==> src/rtl/usr_seq_if.sv <==
// usr_seq load/control/status bundle.
// master drives controls; slave is the shifter.
interface usr_seq_if #(
  parameter int WIDTH = 8,
  parameter int AMT_W = $clog2(WIDTH) + 1
);
  logic             load;
  logic [WIDTH-1:0] din;
  logic             start;
  logic [2:0]       mode;
  logic [AMT_W-1:0] amt;
  logic             ser_in;
  logic [WIDTH-1:0] q;
  logic             shout;
  logic             busy;
  logic             done;

  modport master (
    output load, din, start, mode, amt, ser_in,
    input  q, shout, busy, done
  );

  modport slave (
    input  load, din, start, mode, amt, ser_in,
    output q, shout, busy, done
  );
endinterface

==> src/rtl/usr_seq.sv <==
// Universal shift register, one bit per clock.
// start/busy/done handshake, latched mode/amount.
module usr_seq #(
  parameter int WIDTH = 8,
  parameter int AMT_W = $clog2(WIDTH) + 1
) (
  input  logic      clk,
  input  logic      rst_a,
  usr_seq_if.slave  bus
);

  typedef enum logic {
    S_IDLE,
    S_RUN
  } state_e;

  localparam logic [2:0] M_LSL = 3'b000;
  localparam logic [2:0] M_LSR = 3'b001;
  localparam logic [2:0] M_ROL = 3'b010;
  localparam logic [2:0] M_ROR = 3'b011;
  localparam logic [2:0] M_ASR = 3'b100;

  state_e           state_q, state_d;
  logic [AMT_W-1:0] cnt_q, cnt_d;
  logic [2:0]       mode_q, mode_d;
  logic [WIDTH-1:0] q_q, q_d;
  logic             shout_q, shout_d;
  logic             done_q, done_d;

  logic [WIDTH-1:0] step_q;
  logic             step_sh;

  // Reserved modes fall through and hold q/shout.
  always_comb begin
    step_q  = q_q;
    step_sh = shout_q;
    case (mode_q)
      M_LSL: begin
        step_q  = {q_q[WIDTH-2:0], bus.ser_in};
        step_sh = q_q[WIDTH-1];
      end
      M_LSR: begin
        step_q  = {bus.ser_in, q_q[WIDTH-1:1]};
        step_sh = q_q[0];
      end
      M_ROL: begin
        step_q  = {q_q[WIDTH-2:0], q_q[WIDTH-1]};
        step_sh = q_q[WIDTH-1];
      end
      M_ROR: begin
        step_q  = {q_q[0], q_q[WIDTH-1:1]};
        step_sh = q_q[0];
      end
      M_ASR: begin
        step_q  = {q_q[WIDTH-1], q_q[WIDTH-1:1]};
        step_sh = q_q[0];
      end
      default: ;
    endcase
  end

  always_comb begin
    state_d = state_q;
    cnt_d   = cnt_q;
    mode_d  = mode_q;
    q_d     = q_q;
    shout_d = shout_q;
    done_d  = 1'b0;
    unique case (state_q)
      S_IDLE: begin
        if (bus.load) begin
          q_d = bus.din;
        end else if (bus.start) begin
          mode_d = bus.mode;
          cnt_d  = bus.amt;
          if (bus.amt == '0) begin
            done_d = 1'b1;
          end else begin
            state_d = S_RUN;
          end
        end
      end
      S_RUN: begin
        q_d     = step_q;
        shout_d = step_sh;
        cnt_d   = cnt_q - AMT_W'(1);
        // Last step: done rises as busy falls.
        if (cnt_q == AMT_W'(1)) begin
          state_d = S_IDLE;
          done_d  = 1'b1;
        end
      end
      default: state_d = S_IDLE;
    endcase
  end

  always_ff @(posedge clk or posedge rst_a) begin
    if (rst_a) begin
      state_q <= S_IDLE;
      cnt_q   <= '0;
      mode_q  <= '0;
      q_q     <= '0;
      shout_q <= 1'b0;
      done_q  <= 1'b0;
    end else begin
      state_q <= state_d;
      cnt_q   <= cnt_d;
      mode_q  <= mode_d;
      q_q     <= q_d;
      shout_q <= shout_d;
      done_q  <= done_d;
    end
  end

  assign bus.q     = q_q;
  assign bus.shout = shout_q;
  assign bus.busy  = (state_q == S_RUN);
  assign bus.done  = done_q;

endmodule
==> src/flat_wrapper.sv <==
// flat-port wrapper written by rule: the top's interface ports become plain ports
module usr_seq_flat 
#(
  parameter int WIDTH = 8,
  parameter int AMT_W = $clog2(WIDTH) + 1
)
  (clk, rst_a, bus_load, bus_din, bus_start, bus_mode, bus_amt, bus_ser_in, bus_q, bus_shout, bus_busy, bus_done);
  usr_seq_if #(.WIDTH(WIDTH), .AMT_W(AMT_W)) bus_i ();
  input  logic clk;
  input  logic rst_a;
  input wire logic [$bits(bus_i.load)-1:0] bus_load;
  input wire logic [$bits(bus_i.din)-1:0] bus_din;
  input wire logic [$bits(bus_i.start)-1:0] bus_start;
  input wire logic [$bits(bus_i.mode)-1:0] bus_mode;
  input wire logic [$bits(bus_i.amt)-1:0] bus_amt;
  input wire logic [$bits(bus_i.ser_in)-1:0] bus_ser_in;
  output wire logic [$bits(bus_i.q)-1:0] bus_q;
  output wire logic [$bits(bus_i.shout)-1:0] bus_shout;
  output wire logic [$bits(bus_i.busy)-1:0] bus_busy;
  output wire logic [$bits(bus_i.done)-1:0] bus_done;
  assign bus_i.load = bus_load;
  assign bus_i.din = bus_din;
  assign bus_i.start = bus_start;
  assign bus_i.mode = bus_mode;
  assign bus_i.amt = bus_amt;
  assign bus_i.ser_in = bus_ser_in;
  assign bus_q = bus_i.q;
  assign bus_shout = bus_i.shout;
  assign bus_busy = bus_i.busy;
  assign bus_done = bus_i.done;
  usr_seq #(.WIDTH(WIDTH), .AMT_W(AMT_W)) u_core (.clk(clk), .rst_a(rst_a), .bus(bus_i));
endmodule
==> config.mk <==
export PLATFORM = sky130hd
export DESIGN_NAME = usr_seq_flat
export DESIGN_NICKNAME = d
export VERILOG_FILES = /design/src/rtl/usr_seq_if.sv /design/src/rtl/usr_seq.sv /design/src/flat_wrapper.sv
export SDC_FILE = /design/constraint.sdc
export NUM_CORES = 1
export LEC_CHECK = 0
export BUFFER_PORTS_ARGS = -buffer_cell sky130_fd_sc_hd__buf_2
export CORE_UTILIZATION = 50
export DETAILED_ROUTE_END_ITERATION = 10
export PLACE_DENSITY = 0.77
export SLEW_MARGIN = 20
export SYNTH_ARGS = -nofsm -noshare
export SYNTH_HDL_FRONTEND = slang
export SYNTH_SLANG_ARGS = --single-unit
export TNS_END_PERCENT = 5
==> constraint.sdc <==
create_clock -name clk -period 2.52 [get_ports clk]
set_clock_uncertainty 0.05 [all_clocks]
set_input_delay 0.252 -clock clk [delete_from_list [all_inputs] [get_ports clk]]
set_output_delay 0.252 -clock clk [all_outputs]
set_load 0.03 [all_outputs]
==> metrics.log <==
INFO  metric remaining_drc_errors = 0
INFO  metric global_route.overflow_total = 0
INFO  metric hold_buffer_count_at_cts = 0
INFO  metric status = finished with violations
INFO  metric cellPowerDensity = 1420 nW/um2
INFO  metric grt_antenna_before_repair = 0
INFO  metric boundaryPins = 31
INFO  metric grt_use_total = 23.8%
INFO  metric timing.max_slew.rel_slack = 54.0%
INFO  metric area_growth_synth_to_finish = 14.4%
INFO  metric p_leak = 0.617 nW
INFO  metric detail_route.first_pass.iterations = 4
INFO  metric combinationalPowerShare = 53.4%
INFO  metric netSwitchingFraction = 50.9%
INFO  metric yosysWarnings = 0
INFO  metric cts.repair.resized = 0
INFO  metric clkSinkCount = 18
INFO  metric dieHeight = 49.7 um
INFO  metric first_iter_violations = 17
INFO  metric synth-xor-area-share = 0%
INFO  metric finish.net_count = 178
INFO  metric share_clk_of_total_power = 7.9%
INFO  metric setup_viol_count_final = 0
INFO  metric layout.cells.non_filler = 181
INFO  metric setup.worst_path.end_class = register
INFO  metric synth_area = 1140 um2
INFO  metric violations = hold timing
INFO  metric design_area_final = 1300 um2
INFO  metric timing.hold.ws = -0.0114 ns
INFO  metric final_min_period_over_clock_period = 69.1%
INFO  metric route.detailed.vias_per_inst = 5.59
INFO  metric wl_per_cell = 14.0 um
INFO  metric synth_fp_nets = 150
INFO  metric clk-insertion-delay-late = 0.30 ns
INFO  metric max_clock_freq = 575 MHz
INFO  metric worst_setup_hold_path_clk_slew = 0.11 ns
INFO  metric worst_slew_pin_slew = 0.689 ns
INFO  metric maximum_number_of_pins_on_one_net_before_global_route_repair = 20
INFO  metric cts_tree = done
INFO  metric biggest_fanout_along_the_worst_timing_path = 19
INFO  metric post_layout_utilization_of_the_core = 63.8%
INFO  metric critical_path.slowest_cell = sky130_fd_sc_hd__dfrtp_1
INFO  metric gate_count_post_synth = 128
INFO  metric hpwlAfterDp = 1.86 mm
INFO  metric internal_power = 909 uW
INFO  metric path_class = reg2reg
INFO  metric via_count = 1011
INFO  metric min_period = 1.74 ns
INFO  metric h_tree_depth = 1
INFO  metric syn_area_per_cell = 8.90 um2
INFO  metric worstPathCellList = inv_2, nor4_1, nor3_1, a211oi_1
INFO  metric max_cap_viol_count = 0
INFO  metric synth_compound_gate_area_share = 20.4%
INFO  metric yosys.area_share.simple = 18.4%
INFO  metric synth_cell_type_count = 33
INFO  metric dpl.cell_count = 178
INFO  metric floorplan.rows = 16
INFO  metric route.final.wire_length = 2.53 mm
INFO  metric drive_above_1_share = 27.3%
INFO  metric final_layout_setup_total_negative_slack = 0 ns
INFO  metric crit_path_max_incr_delay = 0.76 ns
INFO  metric synth_top_family_by_area = compound AO/OA/AOI/OAI gates
INFO  metric post_synth_mux_area_share = 14.1%
INFO  metric floorplan.die_area = 2470 um2
INFO  metric dpl_cell_area = 1280 um2
INFO  metric antennaDiodeCount = 0
INFO  metric placeableCoreArea = 2040 um2
INFO  metric worst-endpoint-arrival = 1.90 ns
INFO  metric first_global_vias = 928
INFO  metric grt_setup_unrepaired = no
INFO  metric final_antenna_net_count = 0
INFO  metric clock_tree.buffer_depth = 2
INFO  metric switching_power = 944 uW
INFO  metric die_w = 49.7 um
INFO  metric cp.required = 2.68 ns
INFO  metric place.gp.congestion = 0.893
INFO  metric power.sequential.fraction = 38.8%
INFO  metric synth-seq-cells = 18
INFO  metric cts.root.buffer_cell = sky130_fd_sc_hd__clkbuf_4
INFO  metric cts.repair_timing.setup_buffer_count = 0
INFO  metric cts_made_buffers = 3
INFO  metric port_buffers = 30
INFO  metric wire_length_of_the_first_global_routing_pass = 4.40 mm
INFO  metric final-hold-violation-count = 11
INFO  metric seq_area_frac_synth = 39.6%
INFO  metric post_synthesis_adder_cell_area_fraction = 2.20%
INFO  metric start_kind = register
INFO  metric worst_hold_path_type = in2async
INFO  metric finalMaxSlewViolations = 0
INFO  metric floorplan.initialDensity = 55.8%
INFO  metric ir_worst_vdd = 757 uV
-- layout by cell type (no fill, tap or decap), types with 2 or more instances in the layout --
cell type	synthesis	final
sky130_fd_sc_hd__nand3_1	4	4
sky130_fd_sc_hd__o21ai_0	12	12
sky130_fd_sc_hd__nor2_1	6	6
sky130_fd_sc_hd__nand2_1	22	22
sky130_fd_sc_hd__dfrtp_1	18	18
sky130_fd_sc_hd__a21oi_1	5	5
sky130_fd_sc_hd__o21ai_2	2	2
sky130_fd_sc_hd__ha_1	2	2
sky130_fd_sc_hd__inv_1	4	4
sky130_fd_sc_hd__o21ai_1	6	6
sky130_fd_sc_hd__mux2i_1	9	9
sky130_fd_sc_hd__nor2b_1	3	3
sky130_fd_sc_hd__buf_2	4	30
sky130_fd_sc_hd__nor4_1	2	2
sky130_fd_sc_hd__a211oi_1	6	6
sky130_fd_sc_hd__mux2_1	3	3
sky130_fd_sc_hd__nor2_4	2	2
sky130_fd_sc_hd__o22ai_1	2	2
sky130_fd_sc_hd__mux2_2	2	2
sky130_fd_sc_hd__clkbuf_4	0	3
-- flip-flops by register name, indices dropped and copies added, names as in the netlist --
signal	flops
u_core.bus.shout	1
u_core.bus.done	1
u_core.mode_q	3
u_core.bus.busy	1
u_core.cnt_q	4
u_core.bus.q	8
-- final timing paths --
path / start / to / slack [ns] / cells past startpoint
min in group clk: bus_mode[2] / u_core.mode_q[2] / 0.10 / 3
max: u_core.bus.busy / u_core.cnt_q[3] / 0.78 / 4
max reg2reg: u_core.bus.busy / u_core.cnt_q[3] / 0.78 / 4
min reg2reg: u_core.cnt_q[3] / u_core.cnt_q[3] / 0.44 / 1
max in group asynchronous: rst_a / u_core.bus.busy / 1.98 / 2
min: rst_a / u_core.bus.q[5] / -0.01 / 2
-- through the flow --
stage	setup WS [ns]	power, mW
2_1_floorplan	1.12	1.48
3_5_place_dp	0.811	1.70
4_1_cts	0.795	1.85
3_3_place_gp	0.897	1.67
5_1_grt	0.609	2.02
6_report	0.780	1.85
-- per-layer routing --
layer / share of wire (%) / vias up / track usage [%]
met5: 0 / - / 0
met4: 1.1 / 0 / 8.57
met3: 3.6 / 4 / 4.01
met2: 45 / 26 / 35.4
met1: 50 / 467 / 34.6
li1: - / 514 / -
-- power by group through the flow --
stage / combinational, mW / clock [mW] / sequential, mW
after floorplan: 0.734 / 0 / 0.743
after global placement: 0.966 / 0 / 0.706
after detailed placement: 0.985 / 0 / 0.718
after CTS: 0.993 / 0.148 / 0.711
after global routing: 1.10 / 0.159 / 0.755
final: 0.989 / 0.146 / 0.719
-- cells in the mapped netlist, drive strengths merged --
library cell   n  share of area (%)
nor3           1               0.44
nor3b          1                1.1
a211oi         6                4.0
nand3          4                1.8
o22ai          2                1.1
nor2b          3                1.6
mux2           5                4.9
ha             2                2.2
nor2           8                4.0
nand2         22                7.3
a22o           1               0.77
dfrtp         18                 40
nor4           2                1.1
o21ai         20                9.5
a311o          1               0.88
a21oi          5                2.2
a211o          1               0.77
a311oi         1               0.77
and3           1               0.55
inv            5                1.6
mux2i         10                9.1
buf            6                3.4
nand2b         1               0.55
a31oi          1               0.55
clkbuf         1               0.33
-- kinds of logic after synthesis --
logic type / after synthesis
AO/OA/AOI/OAI: 38
AND/OR/NAND/NOR: 43
buffers and inverters: 12
flip-flops: 18
adder cells (fa/ha/maj): 2
multiplexers: 15
-- final cells by class --
cell class                      instances  area, um2
Tap cell                               27       33.8
Sequential cell                        18        450
Inverter                                5       18.8
Clock buffer                            3       22.5
Fill cell                             189        739
Timing Repair Buffer                   30        150
Multi-Input combinational cell         98        627
-- critical path: cells and delay by family, from the launching register on --
| kind | cells | cell delay [ns] |
|---|---|---|
| AO/OA/AOI/OAI | 1 | 0.20 |
| buffers and inverters | 1 | 0.23 |
| AND/OR/NAND/NOR | 2 | 0.41 |
| flip-flops | 1 | 0.76 |
(Power assumes the default switching activity.)
